### config.mk
export PLATFORM = sky130hd
export DESIGN_NAME = mem_port_arbiter
export DESIGN_NICKNAME = d
export VERILOG_FILES = /design/src/rtl/isa_types.sv /design/src/rtl/mem_port_arbiter_lane_align.sv /design/src/rtl/mem_port_arbiter.sv
export SDC_FILE = /design/constraint.sdc
export NUM_CORES = 1
export LEC_CHECK = 0
export CAP_MARGIN = 10
export CORE_UTILIZATION = 37
export DETAILED_ROUTE_END_ITERATION = 10
export GPL_ROUTABILITY_DRIVEN = 0
export PLACE_DENSITY = 0.87
export SYNTH_ARGS = -nofsm -noshare
export SYNTH_HDL_FRONTEND = slang
export SYNTH_SLANG_ARGS = --single-unit
### constraint.sdc
create_clock -name clk -period 1.8 [get_ports clk]
set_clock_uncertainty 0.1 [all_clocks]
set_input_delay 0.27 -clock clk [delete_from_list [all_inputs] [get_ports clk]]
set_output_delay 0.27 -clock clk [all_outputs]
set_load 0.02 [all_outputs]
### src/rtl/isa_types.sv
// isa_types: shared ISA-level types for the hart.
// Holds XLEN, the LSU access width encoding, and the memory-port arbiter's
// owner/state types plus the lane helpers used by mem_lane_align.
package isa_types;

  localparam int unsigned XLEN = 32;

  typedef enum logic [1:0] {
    WIDTH_BYTE = 2'd0,
    WIDTH_HALF = 2'd1,
    WIDTH_WORD = 2'd2
  } write_width_t;

  typedef enum logic {
    OWNER_IF = 1'b0,
    OWNER_LS = 1'b1
  } mem_owner_t;

  typedef enum logic [1:0] {
    ARB_IDLE,
    ARB_ISSUE,
    ARB_WAIT,
    ARB_ERR
  } arb_state_t;

  // Byte lanes touched by an access of width w at byte offset a.
  // The unused encoding is treated as a word access.
  function automatic logic [3:0] byte_enable(write_width_t w, logic [1:0] a);
    case (w)
      WIDTH_BYTE: return 4'b0001 << a;
      WIDTH_HALF: return 4'b0011 << {a[1], 1'b0};
      default:    return 4'b1111;
    endcase
  endfunction

  function automatic logic misaligned(write_width_t w, logic [1:0] a);
    case (w)
      WIDTH_BYTE: return 1'b0;
      WIDTH_HALF: return a[0];
      default:    return a != 2'b00;
    endcase
  endfunction

endpackage

### src/rtl/mem_port_arbiter_lane_align.sv
// mem_lane_align: combinational lane formatting for LSU memory requests.
//   width_i      access width
//   addr_lo_i    byte offset within the word
//   wdata_i      raw store data (low bytes significant for byte/half)
//   byte_en_o    byte-lane enables
//   wdata_o      store data replicated across all lanes
//   misaligned_o access not naturally aligned
module mem_lane_align
  import isa_types::*;
(
  input  write_width_t      width_i,
  input  logic [1:0]        addr_lo_i,
  input  logic [XLEN-1:0]   wdata_i,
  output logic [3:0]        byte_en_o,
  output logic [XLEN-1:0]   wdata_o,
  output logic              misaligned_o
);

  always_comb begin
    byte_en_o    = byte_enable(width_i, addr_lo_i);
    misaligned_o = misaligned(width_i, addr_lo_i);
    case (width_i)
      WIDTH_BYTE: wdata_o = {4{wdata_i[7:0]}};
      WIDTH_HALF: wdata_o = {2{wdata_i[15:0]}};
      default:    wdata_o = wdata_i;
    endcase
  end

endmodule

### src/rtl/mem_port_arbiter.sv
// mem_port_arbiter: shares the single memory port between instruction fetch
// and the LSU, one transaction in flight at a time. LSU is preferred; after
// FETCH_STARVE_LIMIT consecutive LSU grants with fetch pending, fetch wins.
//   if_req_*  / if_resp_*  fetch request (word read) and response
//   if_flush               drop the response of an in-flight fetch
//   ls_req_*  / ls_*       LSU request fields; ls_resp_err = misaligned access
//   mem_req_* / mem_*      memory request, mem_resp_* response (also write ack)
module mem_port_arbiter #(
  parameter int unsigned FETCH_STARVE_LIMIT = 4,
  parameter int unsigned XLEN               = isa_types::XLEN
) (
  input  logic                    clk,
  input  logic                    rst_n,
  input  logic                    if_req_valid,
  output logic                    if_req_ready,
  input  logic [XLEN-1:0]         if_addr,
  input  logic                    if_flush,
  output logic                    if_resp_valid,
  output logic [XLEN-1:0]         if_resp_data,
  input  logic                    ls_req_valid,
  output logic                    ls_req_ready,
  input  logic [XLEN-1:0]         ls_addr,
  input  logic                    ls_write,
  input  logic [XLEN-1:0]         ls_wdata,
  input  isa_types::write_width_t ls_width,
  output logic                    ls_resp_valid,
  output logic [XLEN-1:0]         ls_resp_data,
  output logic                    ls_resp_err,
  output logic                    mem_req_valid,
  input  logic                    mem_req_ready,
  output logic [XLEN-1:0]         mem_addr,
  output logic                    mem_write,
  output logic [XLEN-1:0]         mem_wdata,
  output logic [3:0]              mem_byte_en,
  input  logic                    mem_resp_valid,
  input  logic [XLEN-1:0]         mem_resp_data
);
  import isa_types::*;

  localparam int unsigned SW = (FETCH_STARVE_LIMIT > 0) ? $clog2(FETCH_STARVE_LIMIT + 1) : 1;

  arb_state_t      state_q, state_d;
  logic [SW-1:0]   starve_q, starve_d;
  logic            drop_q, drop_d;
  mem_owner_t      owner_q, owner_d;
  logic [XLEN-1:0] addr_q, addr_d;
  logic            write_q, write_d;
  logic [XLEN-1:0] wdata_q, wdata_d;
  logic [3:0]      be_q, be_d;

  logic [3:0]      lane_be;
  logic [XLEN-1:0] lane_wdata;
  logic            lane_mis;
  logic            at_limit;
  logic            pick_ls;

  mem_lane_align u_align (
    .width_i      (ls_width),
    .addr_lo_i    (ls_addr[1:0]),
    .wdata_i      (ls_wdata),
    .byte_en_o    (lane_be),
    .wdata_o      (lane_wdata),
    .misaligned_o (lane_mis)
  );

  assign at_limit = (starve_q == SW'(FETCH_STARVE_LIMIT));
  assign pick_ls  = ls_req_valid && !(at_limit && if_req_valid);

  always_comb begin
    state_d  = state_q;
    starve_d = starve_q;
    drop_d   = drop_q;
    owner_d  = owner_q;
    addr_d   = addr_q;
    write_d  = write_q;
    wdata_d  = wdata_q;
    be_d     = be_q;

    if_req_ready  = 1'b0;
    ls_req_ready  = 1'b0;
    if_resp_valid = 1'b0;
    if_resp_data  = '0;
    ls_resp_valid = 1'b0;
    ls_resp_data  = '0;
    ls_resp_err   = 1'b0;
    mem_req_valid = 1'b0;
    mem_addr      = '0;
    mem_write     = 1'b0;
    mem_wdata     = '0;
    mem_byte_en   = '0;

    case (state_q)
      ARB_IDLE: begin
        // Readies are gated by rst_n so nothing looks acceptable while the
        // state register is held in reset.
        ls_req_ready = rst_n && pick_ls;
        if_req_ready = rst_n && !pick_ls && if_req_valid;
        if (ls_req_ready) begin
          owner_d = OWNER_LS;
          addr_d  = ls_addr;
          write_d = ls_write;
          wdata_d = lane_wdata;
          be_d    = lane_be;
          state_d = lane_mis ? ARB_ERR : ARB_ISSUE;
          if (if_req_valid && !at_limit) starve_d = starve_q + 1'b1;
        end else if (if_req_ready) begin
          owner_d  = OWNER_IF;
          addr_d   = if_addr;
          write_d  = 1'b0;
          wdata_d  = '0;
          be_d     = 4'b1111;
          state_d  = ARB_ISSUE;
          starve_d = '0;
        end
      end
      ARB_ISSUE: begin
        mem_req_valid = 1'b1;
        mem_addr      = addr_q;
        mem_write     = write_q;
        mem_wdata     = wdata_q;
        mem_byte_en   = be_q;
        if (mem_req_ready) state_d = ARB_WAIT;
        if (if_flush && owner_q == OWNER_IF) drop_d = 1'b1;
      end
      ARB_WAIT: begin
        if (mem_resp_valid) begin
          state_d = ARB_IDLE;
          drop_d  = 1'b0;
          if (owner_q == OWNER_LS) begin
            ls_resp_valid = 1'b1;
            ls_resp_data  = mem_resp_data;
          end else if (!drop_q && !if_flush) begin
            // A flush arriving with the response still kills it.
            if_resp_valid = 1'b1;
            if_resp_data  = mem_resp_data;
          end
        end else if (if_flush && owner_q == OWNER_IF) begin
          drop_d = 1'b1;
        end
      end
      ARB_ERR: begin
        ls_resp_valid = 1'b1;
        ls_resp_err   = 1'b1;
        state_d       = ARB_IDLE;
        drop_d        = 1'b0;
      end
      default: state_d = ARB_IDLE;
    endcase
  end

  always_ff @(posedge clk or negedge rst_n) begin
    if (!rst_n) begin
      state_q  <= ARB_IDLE;
      starve_q <= '0;
      drop_q   <= 1'b0;
      owner_q  <= OWNER_IF;
      addr_q   <= '0;
      write_q  <= 1'b0;
      wdata_q  <= '0;
      be_q     <= '0;
    end else begin
      state_q  <= state_d;
      starve_q <= starve_d;
      drop_q   <= drop_d;
      owner_q  <= owner_d;
      addr_q   <= addr_d;
      write_q  <= write_d;
      wdata_q  <= wdata_d;
      be_q     <= be_d;
    end
  end

endmodule
After elaboration in Yosys (flattened, before gate mapping)
Cells that the tools add are included.
- register bits after elaboration: 76
- logic and storage cells: 88
- bits of input ports: 138
- output and inout port bits: 139
- reduce and logical (&&, ||, !) cells: 21
- multiplexer cells: 46
- add/subtract/negate cells: 1
- equal/unequal tests: 9
- bitwise operators: 1
- shifts and indexed selects: 2
- operators by type and width (kind ; number):
    32-bit two-way mux ; 13
    32-bit one-hot mux with 2 select lines ; 1
    1-bit two-way mux ; 16
    4-bit two-way mux ; 3
    2-bit two-way mux ; 5
    3-bit two-way mux ; 3
    1-bit logical AND ; 8
    2-bit one-hot mux with 4 select lines ; 1
    4-bit one-hot mux with 2 select lines ; 1
    3-bit AND reduction ; 2
    1-bit zero test ; 5
    2-bit by 1-bit equality test with 1-bit output (second input constant) ; 2
    2-bit equality test (second input constant) ; 2
    2-bit zero test ; 2
    2-bit inequality test (second input constant) ; 2
    1-bit one-hot mux with 2 select lines ; 2
    2-bit nonzero test ; 2
    1-bit by 2-bit << shifter with 4-bit output (first input constant) ; 1
    2-bit by 2-bit << shifter with 4-bit output (first input constant) ; 1
    3-bit by 1-bit adder with 3-bit output (second input constant) ; 1
    3-bit equality test (second input constant) ; 1
    3-bit inequality test (second input constant) ; 1
    1-bit one-hot mux with 3 select lines ; 1
    3-bit nonzero test ; 1
    3 further kinds ; 3

Longest topological paths before layout
Gate-level depths: netlist (run 1).
- depth in word-level cells: 10
- gate-level depth with buffers: 8
- depth with buffers taken out: 6

Hierarchy
Synthesis (run 1) repeated with hierarchy kept, for this count alone.
- cells, all modules: 532
- area total of the unflattened synthesis: 4809.6 µm²
- modules (own cells, without submodules) (module ; seq. area each (µm²) ; cells an instance ; instances ; area each (µm²)):
    mem_port_arbiter ; 1901.8 ; 469 ; 1 ; 4287.9
    mem_lane_align ; 0.0 ; 63 ; 1 ; 521.8

Worst setup path before layout (run 1)
OpenSTA, ideal clock, no wires.
- kind: register to output
- from: reg state_q[0]
- to: out if_resp_data[22]
- buffers on the path: 1
- required time: 1.430 ns
- data arrival time: 1.436 ns
- cell stages (with the launch flop): 5
- slack: -0.006 ns
- path through: dfrtp_1 > nand3b_1 > nor4_2 > buf_2 > and2_1
- cells in the longest elaborated chain, start to end: 2
- ends and longest elaborated chain (element ; RTL line ; source):
    start, declared ; mem_port_arbiter.sv:42 ; arb_state_t state_q, state_d;
    start signal, assigned ; mem_port_arbiter.sv:162 ; state_q <= state_d;
    2-bit equality test ; mem_port_arbiter.sv:92 ; case (state_q)
    32-bit two-way mux ; mem_port_arbiter.sv:92 ;
    end, declared ; mem_port_arbiter.sv:19 ; output logic [XLEN-1:0] if_resp_data,
Every way passes these cells.

Worst setup path after layout (run 1)
- from: reg state_q[0]
- to: out ls_resp_data[7]
- cells in the longest elaborated chain, start to end: 2
- ends and longest elaborated chain (element ; RTL line ; source):
    2-bit equality test ; mem_port_arbiter.sv:92 ;
    32-bit two-way mux ; mem_port_arbiter.sv:92 ;
    end, declared ; mem_port_arbiter.sv:27 ; output logic [XLEN-1:0] ls_resp_data,
Every way passes these cells.

==> flow_summary.json, run 1 <==
{
  "die_w_microns": 111,
  "max_slew_margin_pct": 40.8,
  "rows": 39,
  "slowest_stage": "dfrtp_1",
  "port_buffers": 276,
  "violations": "DRC, setup timing",
  "seq_power_share_pct": 25.7,
  "power_density_mw_per_mm2": 1230,
  "place_hpwl_microns": 12400,
  "design_area_sq_mm": 0.00936,
  "fmax_mhz": 459,
  "ys_warn_count": 0,
  "synth_nets": 675,
  "via_per_inst": 5.39,
  "r2r-start": "state_q[1]",
  "r2r_setup_slack_ns": -0.07,
  "cts.path.max_buffers": 2,
  "power_mw": 11.5,
  "p_switching_mw": 4.17,
  "slew_violations": 0,
  "grt.overflow.total": 0,
  "setup_violations": 139,
  "end_kind": "output port",
  "start_util_pct": 38.4,
  "p_leak_nw": 4.38,
  "clk_pin_slew_ns": 0.06,
  "root_buffer": "clkbuf_16",
  "cp_max_fo": 14,
  "clkLatencyLatePin_ns": 0.34,
  "routed_wl_microns": 21000,
  "hold_start": "if_addr[8]",
  "synth_area_sq_mm": 0.00444,
  "holdPathEnd": "addr_q[8]",
  "path_cells": "nand3b_1, buf_4, nor2_4, buf_12, buf_4, and2_4, buf_6",
  "cp.arrival_ns": 1.81,
  "rr_worst_depth": 8,
  "internal_power_mw": 7.35,
  "mostFrequentLayoutCells": "buf_6, clkdlybuf4s50_1, and2_4",
  "drt_pass1_iterations": 8,
  "grt_start_max_net_pins": 69,
  "die-area_sq_mm": 0.0124,
  "ant_nets": 0,
  "drive_gt1_share_pct": 45.6,
  "cts_tree": "done",
  "netlist_instances": 535,
  "rsz0062_at_grt": "true",
  "yosysSeqAreaShare_pct": 42.9,
  "area_growth_pct": 111,
  "drc_errors": 20,
  "grt_use_total_pct": 30.3,
  "max-cap-violations": 0,
  "crit_path_start_kind": "flip-flop",
  "swShare_pct": 36.2,
  "place_area_sq_mm": 0.00763,
  "grt_pass1_wl_microns": 29300,
  "synth_cell_types": 32,
  "cp_top_family": "buffers and inverters",
  "dp_slack_ns": -0.678,
  "period_minus_slack_ns": 2.18,
  "fp.dieH_microns": 111,
  "min_path_type": "in2reg",
  "clock-sinks": 76,
  "layout_commonest_cell": "buf_6",
  "period_share_pct": 121,
  "nNetsFinal": 1012,
  "vias": 5517,
  "final_cells": 1023,
  "post_drt_wl_per_cell_microns": 20.5,
  "dp_cells": 950,
  "grt_pass1_vias": 5537,
  "worst_pin_slew_ns": 0.889,
  "layout_setup_ws_ns": -0.377,
  "clkPwrFrac_pct": 18.5,
  "cts_buffers": 9,
  "avgSynthCellArea_sq_um": 8.29,
  "crit_buf_inv": 4,
  "htree_levels": 3,
  "antenna_found_initial": 3,
  "comb_power_share_pct": 55.7,
  "r2r-end": "state_q[1]",
  "core_area_sq_mm": 0.0116,
  "synth_seq_cells": 76,
  "criticalPathCategory": "reg2out",
  "status": "finished, violations left",
  "first_iter_violations": 351,
  "ioPinCount": 277,
  "ir_drop_mv": 0.701,
  "worstPathRequired_ns": 1.43,
  "worstHoldPathCells": 3,
  "hold_viol": 0,
  "crit_path_frequent_cell": "buf_4",
  "worst_path_largest_cell_delay_ns": 0.37
}
[worst min-delay path, cell delays in order]
cell	delay, ns
clkdlybuf4s50_1	0.39
nand2_1	0.06
a21oi_1	0.05
[registers in the layout (all words and copies together), names as in the netlist]
| name | cells |
|---|---|
| addr_q | 32 |
| be_q | 4 |
| state_q | 2 |
| drop_q | 1 |
| write_q | 1 |
| owner_q | 1 |
| starve_q | 3 |
| wdata_q | 32 |
[worst max path at each step]
stage | slack, ns | end | depth (start not counted) | startpoint
2_1_floorplan | 0.03 | if_resp_data[10] | 4 | state_q[0]
3_3_place_gp | -0.64 | ls_resp_data[26] | 6 | mem_resp_valid
3_5_place_dp | -0.68 | ls_resp_data[26] | 6 | mem_resp_valid
4_1_cts | -0.45 | ls_resp_data[22] | 8 | state_q[0]
5_1_grt | -0.44 | ls_resp_data[7] | 7 | state_q[0]
6_report | -0.38 | ls_resp_data[7] | 7 | state_q[0]
[metal layers]
metal / wire length [microns] / part of all wire [%] / vias to the layer above / GRT usage [%]
met3: 1590 / 7.6 / 93 / 7.35
met4: 1110 / 5.3 / 0 / 16.7
li1: - / - / 2452 / -
met2: 10900 / 52 / 317 / 54.5
met5: 0 / 0 / - / 0
met1: 7400 / 35 / 2655 / 32.8
[cell type report]
type	instances	area, sq um
inverters	6	25.0
flip-flops and latches	76	1900
multi-input cells	412	2770
well taps	143	179
clock inverters	7	124
diodes	3	7.51
clock buffers	9	225
repair buffers	367	4130
fillers	661	2200
[synthesized netlist by cell type]
| cell type | count | area (sq um) |
|---|---|---|
| a21oi_1 | 79 | 395 |
| inv_1 | 6 | 22.5 |
| o211a_1 | 1 | 10.0 |
| nor2_4 | 1 | 11.3 |
| buf_2 | 20 | 100 |
| nor3b_1 | 1 | 7.51 |
| nor3_1 | 1 | 5.00 |
| nand2b_1 | 2 | 12.5 |
| nor2b_1 | 2 | 12.5 |
| o32a_1 | 2 | 20.0 |
| dfrtp_1 | 76 | 1900 |
| clkbuf_1 | 21 | 78.8 |
| nand3_1 | 3 | 15.0 |
| a21oi_2 | 1 | 8.76 |
| o31ai_1 | 1 | 7.51 |
| ha_1 | 2 | 25.0 |
| mux2i_1 | 24 | 240 |
| nand2_1 | 62 | 233 |
| and2_1 | 134 | 838 |
| o21ai_0 | 27 | 135 |
| nor2_2 | 1 | 6.26 |
| a211oi_1 | 2 | 15.0 |
| or3_1 | 1 | 6.26 |
| and3_1 | 1 | 6.26 |
| o211ai_2 | 1 | 12.5 |
| a21o_1 | 1 | 7.51 |
| nand4_1 | 1 | 6.26 |
| a22o_1 | 10 | 87.6 |
| nor2_1 | 48 | 180 |
| nor4_2 | 1 | 12.5 |
| o21a_1 | 1 | 7.51 |
| nand3b_1 | 1 | 7.51 |
[logic make-up after synthesis]
group,after synthesis,share of synthesized area (%)
fa+ha+maj,2,0.564
mux,24,5.42
simple gates,260,30.7
compound gates,126,15.9
flops,76,42.9
buf+inv,47,4.54
[through the flow]
step / util (%) / TNS (ns) / hold slack, ns
2_1_floorplan: - / 0 / -0.126
3_3_place_gp: 66.0 / -65.05 / 0.157
3_5_place_dp: 66.0 / -74.69 / 0.165
4_1_cts: 76.8 / -34.78 / 0.358
5_1_grt: 80.9 / -42.66 / 0.381
6_report: 80.9 / -35.28 / 0.378
[power by group through the flow]
stage          logic [mW]  registers (mW)  clock network, mW
2_1_floorplan        2.31            2.79                  0
3_3_place_gp         4.31            2.83                  0
3_5_place_dp         4.45            2.88                  0
4_1_cts              5.79            2.91               2.15
5_1_grt              6.76            3.04               2.24
6_report             6.42            2.97               2.14
[repair_timing]
item                                    4_1_cts  5_1_grt
hold endpoints to repair                      8        0
setup buffers                                32       14
gates cloned                                  9        5
gates resized for setup                     912      121
hold buffers                                  1        0
pin swaps                                    14       45
endpoints found under the setup margin      143      191
Power figures use the tool's default switching activity.
==> run 2, diff against run 1 <==
==> constraint.sdc (replaced) <==
create_clock -name clk -period 1.8 [get_ports clk]
set_clock_uncertainty 0.1 [all_clocks]
set_input_delay 0.54 -clock clk [delete_from_list [all_inputs] [get_ports clk]]
set_output_delay 0.54 -clock clk [all_outputs]
set_load 0.02 [all_outputs]
==> run 2 against run 1 <==
Compared with the run above: the run still ends with DRC, setup timing left; cell count up 3.2%; first-iteration DRC count up 43%; combinational power up 12%; worst setup slack worse by 0.46 ns; via count up 5.7%; power up 7.5%; critical endpoint is now if_resp_data[24].
==> flow_summary.json, run 2 (synthesis results as in run 1) <==
{
  "status": "finished, violations left",
  "violations": "DRC, setup timing",
  "ant_nets": 0,
  "max_slew_margin_pct": 38.6,
  "path_cells": "nand3b_1, nor4_4, buf_4, buf_6, buf_6, and2_4, buf_6",
  "power_mw": 12.4,
  "start_util_pct": 38.4,
  "grt_start_max_net_pins": 72,
  "hold_viol": 0,
  "cts.path.max_buffers": 2,
  "rows": 39,
  "rr_worst_depth": 11,
  "fmax_mhz": 379,
  "period_share_pct": 147,
  "first_iter_violations": 502,
  "grt_pass1_wl_microns": 32200,
  "grt.overflow.total": 0,
  "crit_path_frequent_cell": "buf_6",
  "port_buffers": 276,
  "htree_levels": 3,
  "worstPathRequired_ns": 1.16,
  "routed_wl_microns": 24000,
  "clkLatencyLatePin_ns": 0.33,
  "p_leak_nw": 4.62,
  "cp.depth": 7,
  "layout_setup_ws_ns": -0.840,
  "cts_buffers": 9,
  "die_w_microns": 111,
  "grt_pass1_vias": 5934,
  "grt_use_total_pct": 33.5,
  "slew_violations": 0,
  "clk_pin_slew_ns": 0.06,
  "post_drt_wl_per_cell_microns": 22.7,
  "fp.dieH_microns": 111,
  "place_area_sq_mm": 0.00783,
  "reg.largest.list": "addr_q: 32 flops, wdata_q: 32 flops, be_q: 4 flops",
  "area_growth_pct": 125,
  "criticalPathCategory": "reg2out",
  "cp_top_family": "simple AND/OR/NAND/NOR gates",
  "cp_max_fo": 6,
  "layout_commonest_cell": "buf_6",
  "ctsHoldBuffers": 0,
  "period_minus_slack_ns": 2.64,
  "r2r_setup_slack_ns": -0.57,
  "drt_pass1_iterations": 8,
  "slowest_stage": "dfrtp_2",
  "crit_path_start_kind": "flip-flop",
  "die-area_sq_mm": 0.0124,
  "place_hpwl_microns": 12900,
  "ir_drop_mv": 0.710,
  "worst_path_largest_cell_delay_ns": 0.40,
  "root_buffer": "clkbuf_16",
  "cp.arrival_ns": 2.00,
  "via_per_inst": 5.52,
  "drive_gt1_share_pct": 53.6,
  "min_path_type": "in2async",
  "core_area_sq_mm": 0.0116,
  "crit_buf_inv": 4,
  "cts_tree": "done",
  "worst_pin_slew_ns": 0.921,
  "design_area_sq_mm": 0.00997,
  "setup_violations": 211,
  "ioPinCount": 277,
  "drc_errors": 20,
  "power_density_mw_per_mm2": 1240,
  "vias": 5834,
  "mostFrequentLayoutCells": "buf_6, clkdlybuf4s50_1, and2_4",
  "antenna_found_initial": 3,
  "clock-sinks": 76,
  "nNetsFinal": 1045,
  "end_kind": "output port",
  "max-cap-violations": 0,
  "rsz0062_at_grt": "true"
}
-- run 2: worst paths after layout --
check                                   end        start
setup / recovery           if_resp_data[24]   state_q[0]
setup reg to reg                 state_q[1]   state_q[0]
hold reg to reg                 wdata_q[21]  wdata_q[21]
min in group clk                wdata_q[21]  wdata_q[21]
max in group asynchronous       wdata_q[14]        rst_n
hold / removal                  starve_q[2]        rst_n
-- run 2: area by class of cell --
cell class | count | area, sq um
timing repair buffer | 400 | 4400
antenna | 3 | 7.51
clock buffer | 12 | 246
inverter | 6 | 22.5
multi-input combinational | 412 | 3090
fill | 560 | 1590
sequential | 76 | 1900
tap | 143 | 179
clock inverter | 4 | 120
-- run 2: through the flow --
step           cells  hold slack, ns  setup WS, ns  utilization, %  TNS, ns
4_1_cts         1037          0.0421        -0.704            78.8   -88.73
3_5_place_dp     962           0.368         -1.25            67.7  -144.55
6_report        1056          0.0727        -0.840            86.2  -114.31
5_1_grt         1056          0.0732        -0.905            86.2  -121.09
2_1_floorplan    535           0.144        -0.152               -    -6.83
3_3_place_gp     962           0.357         -1.15            67.7  -137.25
-- run 2: power breakdown --
| group | switching, mW | internal, mW |
|---|---|---|
| Combinational | 3.34 | 3.82 |
| Sequential | 0.510 | 2.48 |
| Clock | 0.702 | 1.53 |
-- run 2: what timing repair did --
| action | 4_1_cts | 5_1_grt |
|---|---|---|
| gates cloned | 14 | 6 |
| gates resized for setup | 866 | 279 |
| endpoints found under the setup margin | 206 | 211 |
| pin swaps | 29 | 65 |
| setup buffers | 46 | 25 |
-- run 2: routing by layer --
layer	routed length, microns	global-route usage (%)	share of wire, %	vias to the layer above
met5	0	0	0	-
met4	1650	22.6	6.9	0
met3	1760	6.31	7.3	120
met2	12300	60.3	51	387
met1	8240	35.8	34	2813
li1	-	-	-	2514
==> run 3, diff against run 2 <==
--- a/config.mk
+++ b/config.mk
@@ -5,7 +5,6 @@
 export SDC_FILE = /design/constraint.sdc
 export NUM_CORES = 1
 export LEC_CHECK = 0
-export CAP_MARGIN = 10
 export CORE_UTILIZATION = 37
 export DETAILED_ROUTE_END_ITERATION = 10
 export GPL_ROUTABILITY_DRIVEN = 0
==> results of run 3 <==
The final DEF is identical to that of run 2; final timing and power are the same.
